<file path="config.mk">
export PLATFORM = sky130hd
export DESIGN_NAME = fcvt_ws_pipe
export DESIGN_NICKNAME = d
export VERILOG_FILES = /design/src/rtl/fcvt_pkg.sv /design/src/rtl/fcvt_ws_shift.sv /design/src/rtl/fcvt_ws_pipe.sv
export SDC_FILE = /design/constraint.sdc
export NUM_CORES = 1
export LEC_CHECK = 0
export ABC_AREA = 1
export ABC_CLOCK_PERIOD_IN_PS = 3980
export CAP_MARGIN = 20
export CORE_MARGIN = 3
export CORE_UTILIZATION = 53
export CTS_CLUSTER_SIZE = 28
export DETAILED_ROUTE_END_ITERATION = 6
export GPL_TIMING_DRIVEN = 0
export PLACE_DENSITY = 0.83
export SKIP_CTS_REPAIR_TIMING = 1
export SYNTH_ARGS = -nofsm -noshare
export SYNTH_HDL_FRONTEND = slang
export SYNTH_SLANG_ARGS = --single-unit
</file>
<file path="constraint.sdc">
create_clock -name clk -period 3.98 [get_ports clk]
set_clock_uncertainty 0.05 [all_clocks]
set_input_delay 0.597 -clock clk [delete_from_list [all_inputs] [get_ports clk]]
set_output_delay 0.597 -clock clk [all_outputs]
set_load 0.01 [all_outputs]
</file>
<file path="src/rtl/fcvt_pkg.sv">
// Shared types and helpers for the float-to-integer conversion path.
package fcvt_pkg;

  // RISC-V rounding-mode encodings; 5..7 fall back to round-to-nearest-even.
  localparam logic [2:0] RM_RNE = 3'd0;
  localparam logic [2:0] RM_RTZ = 3'd1;
  localparam logic [2:0] RM_RDN = 3'd2;
  localparam logic [2:0] RM_RUP = 3'd3;
  localparam logic [2:0] RM_RMM = 3'd4;

  typedef struct packed {
    logic nv;
    logic nx;
  } fcvt_flags_t;

  // Decide whether the truncated integer part must be bumped by one.
  function automatic logic round_inc(input logic [2:0] rm, input logic s,
                                     input logic lsb, input logic g, input logic st);
    case (rm)
      RM_RTZ:  return 1'b0;
      RM_RDN:  return s & (g | st);
      RM_RUP:  return ~s & (g | st);
      RM_RMM:  return g;
      default: return g & (st | lsb);
    endcase
  endfunction

endpackage

</file>
<file path="src/rtl/fcvt_ws_shift.sv">
// Decode an IEEE-754 single and align it to an integer part plus guard/sticky.
module fcvt_ws_shift #(
  parameter int OUT_W = 32
) (
  input  logic [31:0]    x,
  output logic           s,
  output logic [OUT_W:0] i_part,
  output logic           g,
  output logic           st,
  output logic           is_nan,
  output logic           is_inf
);

  localparam int VW = OUT_W + 25;
  localparam logic signed [9:0] MAX_E = 10'(OUT_W);

  logic [7:0]         e;
  logic [22:0]        m;
  logic [23:0]        sig;
  logic signed [9:0]  exp_unb;
  logic [9:0]         sh;
  logic [VW-1:0]      v;

  assign s       = x[31];
  assign e       = x[30:23];
  assign m       = x[22:0];
  assign sig     = {|e, m};
  assign exp_unb = $signed({2'b00, e}) - 10'sd127;
  assign is_nan  = (&e) & (|m);
  assign is_inf  = (&e) & ~(|m);

  // Place sig at bit (E+1) of a fixed-point word whose low 24 bits are the
  // fraction; tiny values collapse into sticky, huge ones are capped at 2^OUT_W.
  always_comb begin
    // NOTE: every output gets a default first so no path leaves one unassigned (no latch).
    i_part = '0;
    g      = 1'b0;
    st     = 1'b0;
    v      = '0;
    sh     = '0;
    if (&e) begin
      // NaN / infinity: the saturation stage ignores the magnitude.
    end else if (exp_unb < -10'sd1) begin
      st = |sig;
    end else if (exp_unb > MAX_E) begin
      i_part = {1'b1, {OUT_W{1'b0}}};
    end else begin
      sh     = exp_unb + 10'sd1;
      v      = {{(OUT_W+1){1'b0}}, sig} << sh;
      i_part = v[VW-1:24];
      g      = v[23];
      st     = |v[22:0];
    end
  end

endmodule

</file>
<file path="src/rtl/fcvt_ws_pipe.sv">
// Pipelined FCVT.W.S / FCVT.WU.S with valid/ready flow control, all RISC-V
// rounding modes, saturation and NV/NX flags.
module fcvt_ws_pipe
  import fcvt_pkg::*;
#(
  parameter int OUT_W  = 32,
  parameter int STAGES = 2
) (
  input  logic             clk,
  input  logic             rst,
  input  logic             in_valid,
  output logic             in_ready,
  input  logic [31:0]      x,
  input  logic [2:0]       rm,
  input  logic             is_unsigned,
  output logic             out_valid,
  input  logic             out_ready,
  output logic [OUT_W-1:0] y,
  output logic             flag_nv,
  output logic             flag_nx
);

  typedef struct packed {
    logic           s;
    logic [OUT_W:0] i_part;
    logic           g;
    logic           st;
    logic           is_nan;
    logic           is_inf;
    logic [2:0]     rm;
    logic           uns;
  } shift_t;

  typedef struct packed {
    logic           s;
    logic [OUT_W:0] mag;
    logic           gs;
    logic           is_nan;
    logic           is_inf;
    logic           uns;
  } round_t;

  localparam logic [OUT_W:0]   HALF = {2'b01, {(OUT_W-1){1'b0}}};
  localparam logic [OUT_W-1:0] ZERO = '0;

  logic           adv;
  logic           dec_s, dec_g, dec_st, dec_nan, dec_inf;
  logic [OUT_W:0] dec_i;
  shift_t         sh_c, sh_r;
  logic           sh_v;
  logic           inc;
  round_t         rd_c, rd_r;
  logic           rd_v;
  logic           in_range;
  logic [OUT_W-1:0] y_c;
  fcvt_flags_t    fl_c, fl_q;

  // The whole pipe moves together; it only freezes when the result is refused.
  assign adv      = !out_valid || out_ready;
  assign in_ready = adv;

  fcvt_ws_shift #(.OUT_W(OUT_W)) u_shift (
    .x      (x),
    .s      (dec_s),
    .i_part (dec_i),
    .g      (dec_g),
    .st     (dec_st),
    .is_nan (dec_nan),
    .is_inf (dec_inf)
  );

  assign sh_c = '{s: dec_s, i_part: dec_i, g: dec_g, st: dec_st,
                  is_nan: dec_nan, is_inf: dec_inf, rm: rm, uns: is_unsigned};

  if (STAGES >= 2) begin : g_sh_reg
    shift_t sh_q;
    logic   sh_vq;
    // Valid bit behind decode/shift, cleared by reset.
    always_ff @(posedge clk) begin
      // NOTE: sequential state uses non-blocking assignment so all registers update together.
      if (rst)      sh_vq <= 1'b0;
      else if (adv) sh_vq <= in_valid;
    end
    // Decode/shift payload; qualified by sh_vq, so it needs no reset.
    always_ff @(posedge clk) begin
      // NOTE: payload registers are not reset; the valid bit alone says whether they mean anything.
      if (adv) sh_q <= sh_c;
    end
    assign sh_r = sh_q;
    assign sh_v = sh_vq;
  end else begin : g_sh_comb
    assign sh_r = sh_c;
    assign sh_v = in_valid;
  end

  assign inc  = round_inc(sh_r.rm, sh_r.s, sh_r.i_part[0], sh_r.g, sh_r.st);
  assign rd_c = '{s: sh_r.s, mag: sh_r.i_part + {{OUT_W{1'b0}}, inc},
                  gs: sh_r.g | sh_r.st, is_nan: sh_r.is_nan,
                  is_inf: sh_r.is_inf, uns: sh_r.uns};

  if (STAGES == 3) begin : g_rd_reg
    round_t rd_q;
    logic   rd_vq;
    // Valid bit behind rounding, cleared by reset.
    always_ff @(posedge clk) begin
      if (rst)      rd_vq <= 1'b0;
      else if (adv) rd_vq <= sh_v;
    end
    // Rounded magnitude payload.
    always_ff @(posedge clk) begin
      if (adv) rd_q <= rd_c;
    end
    assign rd_r = rd_q;
    assign rd_v = rd_vq;
  end else begin : g_rd_comb
    assign rd_r = rd_c;
    assign rd_v = sh_v;
  end

  // Range check and saturation; NaN always saturates toward the positive end.
  always_comb begin
    y_c      = '0;
    fl_c     = '0;
    in_range = 1'b0;
    if (rd_r.uns) in_range = (!rd_r.s && !rd_r.mag[OUT_W]) || (rd_r.mag == '0);
    else          in_range = rd_r.s ? (rd_r.mag <= HALF) : (rd_r.mag < HALF);
    if (rd_r.is_nan || rd_r.is_inf || !in_range) begin
      fl_c.nv = 1'b1;
      if (rd_r.uns) y_c = (rd_r.s && !rd_r.is_nan) ? '0 : '1;
      else          y_c = (rd_r.s && !rd_r.is_nan) ? {1'b1, {(OUT_W-1){1'b0}}}
                                                   : {1'b0, {(OUT_W-1){1'b1}}};
    end else begin
      y_c     = rd_r.s ? (ZERO - rd_r.mag[OUT_W-1:0]) : rd_r.mag[OUT_W-1:0];
      fl_c.nx = rd_r.gs;
    end
  end

  // Output register; holds while the consumer stalls.
  always_ff @(posedge clk) begin
    if (rst) begin
      out_valid <= 1'b0;
      y         <= '0;
      fl_q      <= '0;
    end else if (adv) begin
      out_valid <= rd_v;
      y         <= y_c;
      fl_q      <= fl_c;
    end
  end

  assign flag_nv = fl_q.nv;
  assign flag_nx = fl_q.nx;

endmodule

</file>
### Word-level counts from Yosys, hierarchy flattened

Cells that the tools add are included.

| operators by class | value |
|---|---|
| add/subtract/negate cells | 4 |
| $lt $le $gt $ge | 4 |
| equal/unequal tests | 4 |
| shift-type cells | 1 |
| mux-type cells | 13 |
| bitwise logic cells | 9 |
| reductions and logical operators | 19 |

Operators by type and width:

| kind | number |
|---|---|
| 2-to-1 mux 32 bit | 5 |
| << shifter 24 x 10 -> 57 bit | 1 |
| OR reduction 23 bit | 2 |
| adder 33 x 1 -> 33 bit | 1 |
| less-or-equal comparator 33 x 32 -> 1 bit (second input constant) | 1 |
| zero test 33 bit | 1 |
| < comparator 33 x 32 -> 1 bit (second input constant) | 1 |
| 2-to-1 mux 33 bit | 1 |
| subtractor 1 x 32 -> 32 bit (first input constant) | 1 |
| OR reduction 31 bit | 1 |
| adder 10 x 2 -> 10 bit (second input constant) | 1 |
| > comparator 10 x 7 -> 1 bit (second input constant) | 1 |
| < comparator 10 x 1 -> 1 bit (second input constant) | 1 |
| subtractor 8 x 7 -> 9 bit (second input constant) | 1 |
| AND reduction 8 bit | 1 |
| OR reduction 8 bit | 1 |
| equality test 3 x 2 -> 1 bit (second input constant) | 2 |
| 2-to-1 mux 1 bit | 6 |
| AND 1 bit | 5 |
| zero test 1 bit | 5 |
| logical OR 1 bit | 4 |
| case mux 1 bit (4 select lines) | 1 |
| equality test 3 x 1 -> 1 bit (second input constant) | 1 |
| equality test 3 bit (second input constant) | 1 |
| 5 further kinds | 8 |

| word-level totals | value |
|---|---|
| bits in registers | 78 |
| input port bits | 40 |
| output and inout port bits | 36 |
| logic and storage cells | 68 |

### Longest topological paths before layout

| depth | value |
|---|---|
| depth in word-level cells | 11 |
| depth in mapped cells | 28 |
| mapped depth without buffers | 26 |

### By module

Synthesis repeated with hierarchy kept, for this count alone.

| second synthesis, totals | value |
|---|---|
| cells, all modules | 1229 |
| area, all modules | 7833.8 um^2 |

Modules (own cells, without submodules):

| module | times used | cells an instance | area an instance (um^2) | seq. area each (um^2) |
|---|---|---|---|---|
| fcvt_ws_pipe | 1 | 660 | 4897.2 | 1981.9 |
| fcvt_ws_shift | 1 | 569 | 2936.6 | 0.0 |

### Worst setup path before layout

Ideal clock, no wire load.

| timing path | value |
|---|---|
| path kind | register to register |
| start point | register g_sh_reg.sh_q[41] (netlist bit) |
| end point | register y[28] |
| setup time | 0.128 ns |
| arrival time | 3.882 ns |
| data required time | 3.802 ns |
| slack | -0.080 ns |
| stages on the path, launching flop included | 26 |
| buffers on the path | 4 |
| clock period less this slack | 4.060 ns |
| cell sequence | edfxtp_1 > clkbuf_1 > clkbuf_1 > clkbuf_1 > nor2_1 > o41ai_1 > ha_1 > ha_1 > nand3_2 > xor2_1 > inv_1 > nor2_2 > nand3_2 > nor3_4 > nand3_2 > nor2_2 > nand2_2 > nor2_4 > nand4_1 > nand2_2 > nand2_4 > nand3_4 > buf_6 > nand2_1 > nor2_1 > nor2_1 |

| between the ends | value |
|---|---|
| cells in the longest elaborated chain, start to end | 11 |
| elaborated cells between the ends (all ways) | 23 |
| those cells by class | add/sub: 2; order compare: 2; mux: 8; bitwise: 3; reduce/logical: 8 |

Ends and longest elaborated chain:

| element | line | RTL |
|---|---|---|
| start: declaration | fcvt_ws_pipe.sv:76 | `shift_t sh_q;` |
| start signal: assignment | fcvt_ws_pipe.sv:87 | `if (adv) sh_q <= sh_c;` |
| branches (longest 10 deep; another with adder 33 x 1 -> 33 bit) | - |  |
| 2-to-1 mux 32 bit * | fcvt_ws_pipe.sv:127 | `if (rd_r.is_nan \|\| rd_r.is_inf \|\| !in_range) begin` |
| end signal: assignment | fcvt_ws_pipe.sv:146 | `y <= y_c;` |
| end: declaration | fcvt_ws_pipe.sv:18 | `output logic [OUT_W-1:0] y,` |

Every way passes the cells marked *.
A chain may end at the register's enable or synchronous reset.

### Worst setup path after layout

| timing path | value |
|---|---|
| start point | register g_sh_reg.sh_q[41] (netlist bit) |
| end point | register y[19] |

The elaborated chain is that of the path after synthesis.

==> impl_metrics.csv <==
group,metric,value,unit
power,switching_power,1.29,mW
detailed_routing,drc,0,
worst_setup_path,crit_path_max_incr_delay,470,ps
job,maxCapViolations,0,
power,netSwitchingFraction,0.406,
sta,grt_setup_unrepaired,"yes",
power,power.density_cell_area,338,mW/mm2
sta,final_critical_path_setup_slack,-229,ps
clock_tree,insertion_delay,350,ps
yosys,seq_area_frac_synth,0.272,
worst_setup_path,crit_path_start,"g_sh_reg.sh_q[41]$_DFFE_PP_",
detailed_routing,initialDrtViolationCount,841,
sta,relSlewSlack,0.590,
sta,max_clock_freq,0.238,GHz
worst_setup_path,worst-endpoint-required,4220,ps
global_routing,overflow,0,
global_routing,first_global_vias,7595,
clock_tree,cts_root_buf,"clkbuf_16",
power,p_leak,4.24,nW
power,share_clk_of_total_power,0.258,
global_routing,globalRouteTotalUtil,0.319,
worst_setup_path,cp_slowest_cell,"edfxtp_1",
yosys,synthesis.nets,1204,
worst_setup_path,cp_common_cell,"nand2_2",
yosys,synth.ff_latch_count,78,
sta,setup_viol_count_final,33,
run_status,outcome,"finished with violations",
detailed_routing,wirelength,25.6,mm
floorplanning,die_y,123,um
yosys,dominantRegCellSynth,"edfxtp_1",
clock_tree,cts_made_buffers,9,
floorplanning,die_area,0.0152,mm2
detailed_routing,via_density_per_instance,5.89,
yosys,synth_cells,1156,
finish,final_layout_size_suffix_gt1_frac,0.158,
finish,mostFrequentLayoutCell,"nand2_1",
sta,finalWorstPathRequiredPeriod,4210,ps
floorplanning,design.portCount,76,
clock_tree,clk_pin_slew_worst_paths,70,ps
floorplanning,start_util,0.547,
floorplanning,placeableCoreArea,0.0133,mm2
clock_tree,cts_htree_levels,3,
power,comb_power_share,0.424,
finish,finish.utilization,0.702,
finish,flow.area_growth_from_synthesis,28.5,%
yosys,yosys_warnings,0,
power,worst_ir_drop_vdd,176,uV
power,p_int,1.88,mW
yosys,async_flop_share,0,
worst_setup_path,setup.worst_path.end_class,"register",
yosys,synth-edff-count,42,
detailed_routing,routed_wire_length_per_instance,17.6,um
global_routing,grt_first_pass_wirelength,37.6,mm
sta,final-max-slew-violation-count,0,
detailed_routing,ant_nets,0,
finish,final_net_count,1319,
worst_setup_path,regToRegStartpoint,"g_sh_reg.sh_q[41]$_DFFE_PP_",
sta,max_slew.worst_pin.slew,615,ps
worst_setup_path,critPathArrivalTime,4450,ps
worst_setup_path,worst-path-max-fanout,10,
worst_setup_path,critPathKind,"register to register",
sta,finalHoldViolations,0,
placement,dp.final_hpwl,19.7,mm
placement,port_buffers,74,
worst_setup_path,worstSetupStartpointType,"register",
clock_tree,cts.sinks,78,
floorplanning,std_cell_rows,42,
floorplanning,die-width,123,um
detailed_routing,vias,8548,
clock_tree,tritoncts,"built",
worst_hold_path,min-delay-path-class,"register to register",
finish,number_of_antenna_cells_inserted,0,
yosys,syn_avg_cell_area,6.31,um2
yosys,syn-cell-area,0.00730,mm2
run_status,violations,"negative setup slack",
yosys,synth_cell_types,51,
sta,setup_tns,-5150,ps
power,sequentialPowerShare,0.318,
worst_setup_path,critical_path.cell_chain,"buf_6, buf_8, nand2_2, nand2_2, o41ai_4, ha_2, ha_4, nand3_4, nor2_4, nand4_4, nor2_4, nand4_1, xnor2_2, nor2_1, nand2_1, nor2_4, nand4_1, nand2_2, buf_2, nand4_1, nand3_2, nand2_2, inv_2",
clock_tree,cts_max_path_buffers,2,
placement,post-place-ws,-1110,ps
global_routing,grt_antenna_before_repair,0,
detailed_routing,drt_pass1_iterations,6,
placement,place.gp.congestion,1.05,
global_routing,grt_max_degree,42,
worst_hold_path,hold_path.startpoint,"flag_nx$_SDFFE_PP0P_",
finish,layout.cells.most_common_list,"nand2_1, nand3_1, nor2_1, inv_1, nand4_1",
sta,min_period_over_period,1.06,
-- final timing paths --
check | endpoint | cells past startpoint | slack [ps]
min reg2reg | flag_nx$_SDFFE_PP0P_ | 2 | 420
max | y[19]$_SDFFE_PP0P_ | 23 | -230
max reg2reg | y[19]$_SDFFE_PP0P_ | 23 | -230
min | flag_nx$_SDFFE_PP0P_ | 2 | 420
-- power by group through the flow --
| stage | clock, mW | combinational (mW) | sequential [mW] |
|---|---|---|---|
| floorplan | 0 | 0.759 | 1.03 |
| global placement | 0 | 1.16 | 1.02 |
| detailed placement | 0 | 1.17 | 1.02 |
| CTS | 0.822 | 1.17 | 1.00 |
| global route | 0.868 | 1.47 | 1.01 |
| finish | 0.819 | 1.34 | 1.01 |
-- flip-flops by register name (all words and copies together), names as in the netlist --
signal / cells
g_sh_reg.sh_vq: 1
g_sh_reg.sh_q: 42
flag_nx: 1
out_valid: 1
y: 32
flag_nv: 1
-- cells in the mapped netlist, types with 7 or more instances --
| cell | number | share of area |
|---|---|---|
| nand4_1 | 83 | 0.071 |
| ha_1 | 8 | 0.014 |
| xnor2_1 | 10 | 0.012 |
| nor2_2 | 7 | 0.0060 |
| or2_2 | 7 | 0.0060 |
| clkbuf_1 | 26 | 0.013 |
| nand2_1 | 256 | 0.13 |
| xor2_1 | 42 | 0.050 |
| a21oi_1 | 22 | 0.015 |
| buf_2 | 10 | 0.0069 |
| edfxtp_1 | 42 | 0.17 |
| nand3_1 | 206 | 0.14 |
| o21bai_1 | 7 | 0.0072 |
| buf_1 | 16 | 0.0082 |
| inv_1 | 118 | 0.061 |
| nor2_1 | 131 | 0.067 |
| o21ai_0 | 32 | 0.022 |
| nor3_1 | 21 | 0.014 |
| dfxtp_1 | 36 | 0.099 |
-- layer usage --
layer  track usage  up-vias  part of all wire
met4         0.182        0             0.070
met5             0        -                 0
li1              -     4154                 -
met2         0.579      440              0.50
met3        0.0430      135             0.060
met1         0.354     3819              0.37
-- stage by stage --
| stage | instances | area [um2] | power (mW) | hold slack (ps) |
|---|---|---|---|---|
| after CTS | 1423 | 8570 | 3.00 | 414 |
| after detailed placement | 1407 | 8280 | 2.18 | 405 |
| after global placement | 1406 | 8260 | 2.17 | 397 |
| after global routing | 1452 | 9380 | 3.35 | 459 |
| final | 1452 | 9380 | 3.17 | 418 |
| after floorplan | 1156 | 7300 | 1.79 | 380 |
-- worst max-delay path, delay by kind of cell (launching register included) --
family / cells / cell delay, ps
adders and majority gates: 2 / 440
buffers and inverters: 4 / 640
DFF: 1 / 470
AOI/OAI and AO/OA: 1 / 280
and+or+nand+nor: 15 / 2000
xor gates and xnor gates: 1 / 240
-- cell families after synthesis --
family / Yosys count / share of synthesized area
simple gates: 744 / 0.479
compound gates: 91 / 0.0747
flops: 78 / 0.272
xor+xnor: 52 / 0.0624
buf+inv: 183 / 0.0989
fa+ha+maj: 8 / 0.0137
-- layout make-up --
cell class                      count  area (um2)
Clock buffer                        9         225
Clock inverter                      7        62.6
Sequential cell                    78        1980
Buffer                             55         305
Tap cell                          176         220
Fill cell                        1131        3970
Timing Repair Buffer              104         998
Multi-Input combinational cell    896        5100
Inverter                          127         477
Note: power is estimated with default switching activity, not from simulation.
